===== config.mk =====
export PLATFORM = sky130hd
export DESIGN_NAME = lsu_mem_aligner
export DESIGN_NICKNAME = d
export VERILOG_FILES = /design/src/rtl/lsu_mem_aligner.sv
export SDC_FILE = /design/constraint.sdc
export NUM_CORES = 1
export LEC_CHECK = 0
export ABC_AREA = 1
export CAP_MARGIN = 40
export CORE_ASPECT_RATIO = 0.8
export CORE_MARGIN = 3
export CORE_UTILIZATION = 45
export CTS_BUF_LIST = sky130_fd_sc_hd__clkbuf_16
export CTS_CLUSTER_DIAMETER = 80
export DETAILED_ROUTE_END_ITERATION = 7
export PLACE_DENSITY = 0.9
export SYNTH_ARGS = -nofsm -noshare
export SYNTH_HDL_FRONTEND = slang
export SYNTH_SLANG_ARGS = --single-unit

===== constraint.sdc =====
create_clock -name iCLOCK -period 6 [get_ports iCLOCK]
set_input_delay 0.6 -clock iCLOCK [delete_from_list [all_inputs] [get_ports iCLOCK]]
set_output_delay 0.6 -clock iCLOCK [all_outputs]
set_load 0.01 [all_outputs]

===== src/rtl/lsu_mem_aligner.sv =====
// ---------------------------------------------------------------------------
// lsu_mem_aligner
//
// Purpose:
//   Aligns core load/store traffic onto a word-wide, little-endian data
//   memory port.
//   - Stores: the byte address and access size become a word-aligned request.
//     The request carries a byte-lane mask and write data shifted into the
//     addressed lanes. Unmasked lanes are driven to zero.
//   - Loads: the lane offset, size and signedness of every accepted load are
//     queued in a small in-order load queue (LDQ). Each returned memory word
//     pops one entry. The entry selects the lane to extract and the extension
//     to apply.
//   The request stage and the response stage are both registered.
//
// Configuration macro:
//   LSU_ALIGNER_ALIGN_FAULT_EN
//     defined   : a misaligned access is dropped (no memory request, no LDQ
//                 push) and oCORE_FAULT pulses one cycle after the accept.
//     undefined : the low address bits are forced to alignment. The half
//                 access clears a[0] and the word access clears a[1:0]. The
//                 access is issued normally and oCORE_FAULT is tied to 0.
//
// Parameters:
//   LDQ_DEPTH    maximum outstanding loads (power of 2, >= 2)
//   LDQ_DEPTH_N  log2(LDQ_DEPTH)
//
// Ports:
//   iCLOCK       clock
//   iRESET       asynchronous reset, active-high
//   iRESET_SYNC  synchronous clear, active-high (same effect as iRESET)
//   iCORE_REQ    core request valid
//   oCORE_BUSY   request not accepted this cycle (combinational)
//   iCORE_RW     0 = load, 1 = store
//   iCORE_ORDER  0 = byte, 1 = half, 2/3 = word
//   iCORE_SIGNED sign-extend enable for loads
//   iCORE_ADDR   byte address
//   iCORE_DATA   store data, right-justified
//   oCORE_VALID  load data valid (1-cycle pulse)
//   oCORE_DATA   extracted / extended load data
//   oCORE_FAULT  misaligned-access pulse
//   oMEM_REQ     memory request valid
//   iMEM_BUSY    memory stall; oMEM_* are held while it is high
//   oMEM_RW      0 = load, 1 = store
//   oMEM_ADDR    word-aligned address
//   oMEM_MASK    byte-lane mask (bit k = byte lane k)
//   oMEM_DATA    lane-shifted store data
//   iMEM_VALID   load data return
//   iMEM_DATA    returned word
// ---------------------------------------------------------------------------
module lsu_mem_aligner #(
    parameter int LDQ_DEPTH   = 4,
    parameter int LDQ_DEPTH_N = 2
) (
    input  logic        iCLOCK,
    input  logic        iRESET,
    input  logic        iRESET_SYNC,
    input  logic        iCORE_REQ,
    output logic        oCORE_BUSY,
    input  logic        iCORE_RW,
    input  logic [1:0]  iCORE_ORDER,
    input  logic        iCORE_SIGNED,
    input  logic [31:0] iCORE_ADDR,
    input  logic [31:0] iCORE_DATA,
    output logic        oCORE_VALID,
    output logic [31:0] oCORE_DATA,
    output logic        oCORE_FAULT,
    output logic        oMEM_REQ,
    input  logic        iMEM_BUSY,
    output logic        oMEM_RW,
    output logic [31:0] oMEM_ADDR,
    output logic [3:0]  oMEM_MASK,
    output logic [31:0] oMEM_DATA,
    input  logic        iMEM_VALID,
    input  logic [31:0] iMEM_DATA
);

    // One queued load: lane offset, access size, sign-extend flag.
    typedef struct packed {
        logic [1:0] off;
        logic [1:0] order;
        logic       sgn;
    } ldq_entry_t;

    localparam logic [LDQ_DEPTH_N:0] LDQ_FULL_COUNT = (LDQ_DEPTH_N+1)'(LDQ_DEPTH);

    // -----------------------------------------------------------------------
    // Request decode
    // -----------------------------------------------------------------------
    logic       is_byte;
    logic       is_half;
    logic       is_word;
    logic [1:0] eff_off;
    logic       fault_cond;
    logic       ldq_full;
    logic       accept;
    logic       issue;
    logic       push;
    logic       pop;

    assign is_byte = (iCORE_ORDER == 2'd0);
    assign is_half = (iCORE_ORDER == 2'd1);
    assign is_word = iCORE_ORDER[1];

`ifdef LSU_ALIGNER_ALIGN_FAULT_EN
    logic misaligned;
    assign misaligned = (is_half && iCORE_ADDR[0]) ||
                        (is_word && (iCORE_ADDR[1:0] != 2'b00));
    assign fault_cond = misaligned;
    // Misaligned accesses are never issued, so the raw offset is always legal
    // for whatever reaches the memory port or the LDQ.
    assign eff_off    = iCORE_ADDR[1:0];
`else
    assign fault_cond = 1'b0;
    // Drop the low address bits that the access size cannot use.
    assign eff_off    = is_word ? 2'b00 :
                        is_half ? {iCORE_ADDR[1], 1'b0} :
                                  iCORE_ADDR[1:0];
`endif

    logic                   mem_req_reg;
    logic [LDQ_DEPTH_N:0]   ldq_count_reg;

    assign ldq_full   = (ldq_count_reg == LDQ_FULL_COUNT);
    // A load is refused whenever the LDQ is full, even if it would fault.
    // The fault is still reported once a slot frees up.
    assign oCORE_BUSY = (mem_req_reg && iMEM_BUSY) || (!iCORE_RW && ldq_full);
    assign accept     = iCORE_REQ && !oCORE_BUSY;
    assign issue      = accept && !fault_cond;
    assign push       = issue && !iCORE_RW;
    assign pop        = iMEM_VALID && (ldq_count_reg != '0);

    // -----------------------------------------------------------------------
    // Per-lane mask and store data
    // -----------------------------------------------------------------------
    logic [3:0]  lane_mask;
    logic [31:0] lane_data;

    generate
        for (genvar gi = 0; gi < 4; gi++) begin : g_lane
            localparam logic [1:0] LANE = 2'(gi);
            // A byte occupies its own lane. A half occupies the lane pair
            // picked by a[1]. A word occupies every lane.
            assign lane_mask[gi] = is_word ||
                                   (is_half ? (LANE[1] == eff_off[1]) :
                                              (LANE == eff_off));
            // Byte data is replicated to every lane and the mask selects one
            // copy. Half data alternates low/high bytes across each lane pair.
            assign lane_data[8*gi +: 8] =
                !lane_mask[gi] ? 8'h00 :
                is_byte        ? iCORE_DATA[7:0] :
                is_half        ? iCORE_DATA[8*(gi % 2) +: 8] :
                                 iCORE_DATA[8*gi +: 8];
        end
    endgenerate

    // -----------------------------------------------------------------------
    // Request stage
    // -----------------------------------------------------------------------
    logic        mem_req_next;
    logic        mem_rw_reg,   mem_rw_next;
    logic [31:0] mem_addr_reg, mem_addr_next;
    logic [3:0]  mem_mask_reg, mem_mask_next;
    logic [31:0] mem_data_reg, mem_data_next;
    logic        fault_reg,    fault_next;

    always_comb begin
        mem_req_next  = mem_req_reg;
        mem_rw_next   = mem_rw_reg;
        mem_addr_next = mem_addr_reg;
        mem_mask_next = mem_mask_reg;
        mem_data_next = mem_data_reg;
        fault_next    = accept && fault_cond;
        if (issue) begin
            mem_req_next  = 1'b1;
            mem_rw_next   = iCORE_RW;
            mem_addr_next = {iCORE_ADDR[31:2], 2'b00};
            mem_mask_next = lane_mask;
            mem_data_next = lane_data;
        end else if (accept || !iMEM_BUSY) begin
            // Either the current request was taken by memory, or a faulting
            // accept replaced it. An accept is only possible when no request
            // is stalled.
            mem_req_next = 1'b0;
        end
    end

    always_ff @(posedge iCLOCK or posedge iRESET) begin
        if (iRESET) begin
            mem_req_reg  <= 1'b0;
            mem_rw_reg   <= 1'b0;
            mem_addr_reg <= '0;
            mem_mask_reg <= '0;
            mem_data_reg <= '0;
            fault_reg    <= 1'b0;
        end else if (iRESET_SYNC) begin
            mem_req_reg  <= 1'b0;
            mem_rw_reg   <= 1'b0;
            mem_addr_reg <= '0;
            mem_mask_reg <= '0;
            mem_data_reg <= '0;
            fault_reg    <= 1'b0;
        end else begin
            mem_req_reg  <= mem_req_next;
            mem_rw_reg   <= mem_rw_next;
            mem_addr_reg <= mem_addr_next;
            mem_mask_reg <= mem_mask_next;
            mem_data_reg <= mem_data_next;
            fault_reg    <= fault_next;
        end
    end

    assign oMEM_REQ  = mem_req_reg;
    assign oMEM_RW   = mem_rw_reg;
    assign oMEM_ADDR = mem_addr_reg;
    assign oMEM_MASK = mem_mask_reg;
    assign oMEM_DATA = mem_data_reg;

`ifdef LSU_ALIGNER_ALIGN_FAULT_EN
    assign oCORE_FAULT = fault_reg;
`else
    assign oCORE_FAULT = 1'b0;
`endif

    // -----------------------------------------------------------------------
    // Load queue
    // -----------------------------------------------------------------------
    ldq_entry_t             ldq_mem_reg [LDQ_DEPTH];
    ldq_entry_t             push_entry;
    logic [LDQ_DEPTH_N-1:0] wr_ptr_reg, wr_ptr_next;
    logic [LDQ_DEPTH_N-1:0] rd_ptr_reg, rd_ptr_next;
    logic [LDQ_DEPTH_N:0]   ldq_count_next;

    assign push_entry = '{off: eff_off, order: iCORE_ORDER, sgn: iCORE_SIGNED};

    // The storage holds only data. The pointers and count define which
    // entries are live, so the storage needs no reset.
    always_ff @(posedge iCLOCK) begin
        if (push) begin
            ldq_mem_reg[wr_ptr_reg] <= push_entry;
        end
    end

    always_comb begin
        // Pointers wrap naturally because LDQ_DEPTH is a power of two.
        wr_ptr_next    = push ? wr_ptr_reg + 1'b1 : wr_ptr_reg;
        rd_ptr_next    = pop  ? rd_ptr_reg + 1'b1 : rd_ptr_reg;
        ldq_count_next = ldq_count_reg;
        case ({push, pop})
            2'b10:   ldq_count_next = ldq_count_reg + 1'b1;
            2'b01:   ldq_count_next = ldq_count_reg - 1'b1;
            default: ldq_count_next = ldq_count_reg;
        endcase
    end

    always_ff @(posedge iCLOCK or posedge iRESET) begin
        if (iRESET) begin
            wr_ptr_reg    <= '0;
            rd_ptr_reg    <= '0;
            ldq_count_reg <= '0;
        end else if (iRESET_SYNC) begin
            wr_ptr_reg    <= '0;
            rd_ptr_reg    <= '0;
            ldq_count_reg <= '0;
        end else begin
            wr_ptr_reg    <= wr_ptr_next;
            rd_ptr_reg    <= rd_ptr_next;
            ldq_count_reg <= ldq_count_next;
        end
    end

    // -----------------------------------------------------------------------
    // Response stage: extract the addressed lane and extend it
    // -----------------------------------------------------------------------
    ldq_entry_t  head_entry;
    logic [31:0] ret_shifted;
    logic [31:0] core_data_next;
    logic        core_data_reg;
    logic [31:0] core_word_reg;

    always_comb begin
        head_entry     = ldq_mem_reg[rd_ptr_reg];
        ret_shifted    = iMEM_DATA >> {head_entry.off, 3'b000};
        core_data_next = iMEM_DATA;
        case (head_entry.order)
            2'd0: core_data_next = {{24{head_entry.sgn & ret_shifted[7]}},
                                    ret_shifted[7:0]};
            2'd1: core_data_next = {{16{head_entry.sgn & ret_shifted[15]}},
                                    ret_shifted[15:0]};
            default: core_data_next = iMEM_DATA;
        endcase
    end

    always_ff @(posedge iCLOCK or posedge iRESET) begin
        if (iRESET) begin
            core_data_reg <= 1'b0;
            core_word_reg <= '0;
        end else if (iRESET_SYNC) begin
            core_data_reg <= 1'b0;
            core_word_reg <= '0;
        end else begin
            core_data_reg <= pop;
            if (pop) begin
                core_word_reg <= core_data_next;
            end
        end
    end

    assign oCORE_VALID = core_data_reg;
    assign oCORE_DATA  = core_word_reg;

endmodule


# --- Yosys cells after proc, flatten, opt, wreduce, memory -nomap -nowiden ---
# Memories as Yosys holds them, arrays and structs flattened.
# Cells that the tools add are included.
# W data, S select, Z words.
word_totals:
  output_inout_bits: 105
  regBits: 110
  input_bits: 106
  memories: 1
  mem_bits_rw: 20
  word_cells: 88
  latch_bits: 0
  romBits: 0
op_classes:
  n_lt_le_gt_ge: 0
  add_sub_neg: 4
  reduce_logical: 23
  shift: 1
  eq_ne: 8
  multipliers: 0
  n_mux: 38
  bitwise: 3
  div: 0
memory_table:
  columns: ["memory", "words", "word_bits", "read_ports", "rd_clocked_by_memory_dff", "write_ports", "line", "text"]
  rows:
  - ["ldq_mem_reg", 4, 5, 1, 0, 1, "228", "ldq_entry_t ldq_mem_reg [LDQ_DEPTH];"]
ops:
  columns: ["op", "count"]
  rows:
  - ["$mux W32", 6]
  - ["$mux W8", 9]
  - ["$pmux W32 S2", 1]
  - ["$shr A32 B5 Y16", 1]
  - ["$mux W1", 13]
  - ["$mux W2", 5]
  - ["$reduce_bool A3 Y1", 3]
  - ["$mux W4", 2]
  - ["$eq A2 B1 Y1 const B", 3]
  - ["$logic_not A2 Y1", 3]
  - ["$logic_or A1 B1 Y1", 6]
  - ["$pmux W3 S2", 1]
  - ["$reduce_bool A2 Y1", 3]
  - ["$logic_and A1 B1 Y1", 5]
  - ["$add A2 B1 Y2 const B", 2]
  - ["$eq A2 B2 Y1 const A", 2]
  - ["$add A3 B1 Y3 const B", 1]
  - ["$eq A3 B3 Y1 const B", 1]
  - ["$logic_not A1 Y1", 3]
  - ["$mux W3", 1]
  - ["$sub A3 B1 Y3 const B", 1]
  - ["$and A1 B1 Y1", 2]
  - ["$eq A1 B2 Y1 const A", 1]
  - ["$eq A2 B2 Y1 const B", 1]
  - ["$not A1 Y1", 1]

# --- Depth between registers and ports, before layout ---
logic_depth:
  depth_word: 9
  ltp_mapped: 14
  mapped_depth_nobuf: 14

# --- Worst setup path before layout ---
# OpenSTA, ideal clock, no wires.
synth_timing:
  path_kind: "input port to flip-flop"
  startpoint: "in iCORE_RW"
  endpoint: "reg ldq_count_reg[2]"
  path_buffers: 0
  stages: 14
  t_arrival_ns: 2.051
  required_ns: 5.874
  path_slack_ns: 3.822
  path_cell_list: "inv_1 nand3_1 nand3_2 inv_2 nand2_1 nand2_1 inv_1 fa_1 xnor2_1 inv_1 nand2_1 nand2_1 nand3_1 o21ai_0"
synth_via:
  elab_chain_cells: 9
  word_cells_on_any_way: 11
  cone_classes: "eq/ne: 2; mux: 2; reduce/logical: 7"
synth_lines:
  columns: ["element", "line", "text"]
  rows:
  - ["start: declaration", "60", "input logic iCORE_RW,"]
  - ["$logic_not A1 Y1 *", "127, 130", null]
  - ["$logic_and A1 B1 Y1", "127", "assign oCORE_BUSY = (mem_req_reg && iMEM_BUSY) || (!iCORE_RW && ldq_full);"]
  - ["$logic_or A1 B1 Y1", "127", null]
  - ["$logic_not A1 Y1", "128", "assign accept = iCORE_REQ && !oCORE_BUSY;"]
  - ["$logic_and A1 B1 Y1", "128", null]
  - ["$logic_and A1 B1 Y1 *", "130", "assign push = issue && !iCORE_RW;"]
  - ["$eq A2 B1 Y1 / $eq A2 B2 Y1 (equally long branches)", "249", "case ({push, pop})"]
  - ["$pmux W3 S2", "249", null]
  - ["$mux W3", "261", "end else if (iRESET_SYNC) begin"]
  - ["end signal: assignment", "268", "ldq_count_reg <= ldq_count_next;"]
  - ["end: declaration", "122", "logic [LDQ_DEPTH_N:0] ldq_count_reg;"]
# Every way passes the cells marked *; elsewhere a longest branch is shown, timed or not.
# A chain may end at the register's enable or synchronous reset.

# --- Worst setup path in the final report ---
layout_timing:
  startpoint: "in iMEM_BUSY"
  endpoint: "reg ldq_count_reg[2]"
layout_via:
  elab_chain_cells: 8
  word_cells_on_any_way: 10
  cone_classes: "eq/ne: 2; mux: 2; reduce/logical: 6"
layout_lines:
  columns: ["element", "line", "text"]
  rows:
  - ["start: declaration", "69", "input logic iMEM_BUSY,"]
  - ["$logic_and A1 B1 Y1 *", "127", null]
  - ["$logic_or A1 B1 Y1 *", "127", null]
  - ["$logic_not A1 Y1 *", "128", null]
  - ["$logic_and A1 B1 Y1 *", "128", null]
  - ["$logic_and A1 B1 Y1 *", "130", null]
  - ["$eq A2 B1 Y1 / $eq A2 B2 Y1 (equally long branches)", "249", null]
  - ["$pmux W3 S2", "249", null]
  - ["$mux W3", "261", null]
# Marks and branches as above.

==> flow_summary.json <==
{
  "grt_max_degree": 80,
  "antenna_left": 0,
  "place.gp.congestion": 0.905,
  "drt-pass1-iter-count": 6,
  "wl_per_cell_um": 17.0,
  "min_period_ps": 3430,
  "wl_um": 19400,
  "pre_cts_ws_ps": 2230,
  "worstHoldPathType": "reg -> reg",
  "rows": 37,
  "yosysSeqAreaShare_pct": 52.8,
  "r2r_cells": 15,
  "power.total_mw": 3.13,
  "finalSetupTns_ps": 0,
  "synth.avg_cell_area_um2": 8.14,
  "cts_buffers": 17,
  "cts_tree": "yes",
  "power_density_nw_per_um2": 346,
  "antenna_found_initial": 0,
  "drive_gt1_share_pct": 6.20,
  "synth_edf_count": 20,
  "drt_iter0_markers": 630,
  "final.setup_skew_ps": 9.41,
  "cts_hold_buf": 0,
  "area_growth_pct": 44.2,
  "clockRootBuffer": "clkbuf_16",
  "vias": 6168,
  "maxCapViolations": 0,
  "start_kind": "input port",
  "drcViolationCount": 0,
  "maxClockFrequency_mhz": 292,
  "slew_headroom_pct": 49.5,
  "layout_commonest_cell": "nand2_1",
  "ir_worst_vdd_uv": 209,
  "ys_warn_count": 0,
  "vias_per_cell": 5.40,
  "cts.sinks": 128,
  "grt_pass1_vias": 5949,
  "setup_viol": 0,
  "grt_overflow_total": 0,
  "grt_pass1_wl_um": 30700,
  "clock_path_buffers": 2,
  "htreeDepth": 4,
  "die_area_um2": 15400,
  "end_kind": "flop",
  "io-pin-count": 211,
  "worstMarginPinSlew_ps": 757,
  "portBuffers": 207,
  "start_util_pct": 47.3,
  "rsz0062_at_grt": "no",
  "fp.dieW_um": 138,
  "netlist_area_um2": 6260,
  "core_area_um2": 13200,
  "synthFlopType": "dfrtp_1",
  "syn_inst": 769,
  "ys_ff_latch": 128,
  "hold_depth": 2,
  "path_class": "in -> reg",
  "clk_latency_ps": 420,
  "cts_setup_buffers": 0,
  "worstPathMaxFanout": 69,
  "die_h_um": 112,
  "final_nets": 1066,
  "timing.final.ws_setup_ps": 2570,
  "finalHoldViolCount": 0,
  "ctsResizeCount": 0,
  "required_ps": 6300,
  "clk_pin_slew_ps": 60,
  "cp.arrival_ps": 3720,
  "drv_slew": 0,
  "async_reset_ff_share_pct": 84.4,
  "period_share_pct": 57.1,
  "dp_hpwl_um": 13100,
  "final_cell_mix": "nand2_1 (230), clkdlybuf4s50_1 (207), nand3_1 (133)",
  "n_antenna_cell": 0,
  "status": "complete, no violations",
  "synth_cell_types": 29,
  "grt_usage_pct": 25.3,
  "p_leak_nw": 4.32
}
## power by group
group	internal (mW)	total, mW	switching, mW
clock	0.684	1.10	0.411
combinational	0.395	0.956	0.561
sequential	0.994	1.08	0.0812
total	2.07	3.13	1.05
## cells by family after synthesis
group	share of synthesized area (%)
AND/OR/NAND/NOR	28.1
flip-flops	52.8
AO/OA/AOI/OAI	10.4
buffers and inverters	7.41
adder cells (fa/ha/maj)	1.12
XOR/XNOR	0.140
other	0.0599
## metrics by stage
| stage | instance area [um^2] | utilization (%) | cells | hold slack (ps) |
|---|---|---|---|---|
| 6_report | 9030 | 68.2 | 1143 | 478 |
| 5_1_grt | 9030 | 68.2 | 1143 | 505 |
| 4_1_cts | 9030 | 68.2 | 1143 | 482 |
| 3_5_place_dp | 8400 | 63.4 | 1111 | 465 |
| 3_3_place_gp | 8370 | 63.2 | 1110 | 463 |
| 2_1_floorplan | 6270 | - | 771 | 501 |
## layer usage
metal / part of all wire (%) / global-route usage, %
met5: 0 / 0
met4: 1.9 / 7.57
met3: 12 / 8.81
met2: 47 / 40.1
met1: 39 / 32.8
## cells in the mapped netlist (4+ instances only)
master      n  area, um^2
nand2_1   230         863
inv_1      57         214
clkbuf_1   25        93.8
edfxtp_1   20         601
ha_1        4        50.1
buf_4       7        52.6
nand3_2     7        70.1
o21ai_0    77         385
nand3_1   133         666
buf_2       8        40.0
buf_1       6        22.5
dfrtp_1   108        2700
nor2_1     21        78.8
a21oi_1    26         130
o21ai_1    10        50.1
a221oi_1    8        70.1
inv_2       5        18.8
## worst max-delay path, stage by stage
cell and delay [ps]:
clkdlybuf4s50_1 480, nand2_1 160, nand3_2 90, buf_4 340, inv_2 520, nand2_1 320
nand2_1 180, inv_1 70, fa_1 380, xnor2_1 210, inv_1 60, nand2_1 70
nand2_1 60, nand3_1 70, o21ai_0 80
## layout make-up
type                       instances  area [um^2]
fill                            1030         4210
sequential                       128         3300
multi-input combinational        533         2500
timing repair buffer             213         2140
clock buffer                      18          450
inverter                          62          235
tap                              175          219
clock inverter                    14          179
## final timing paths
| check | startpoint | endpoint | slack, ps |
|---|---|---|---|
| min in group asynchronous | iRESET | oCORE_DATA[20] | 580 |
| hold reg to reg | oCORE_DATA[16] | oCORE_DATA[16] | 480 |
| hold / removal | oCORE_DATA[16] | oCORE_DATA[16] | 480 |
| setup / recovery | iMEM_BUSY | ldq_count_reg[2] | 2570 |
| max in group asynchronous | iRESET | oMEM_DATA[0] | 4400 |
| setup reg to reg | ldq_count_reg[0] | ldq_count_reg[2] | 2790 |
(Power assumes the default switching activity.)
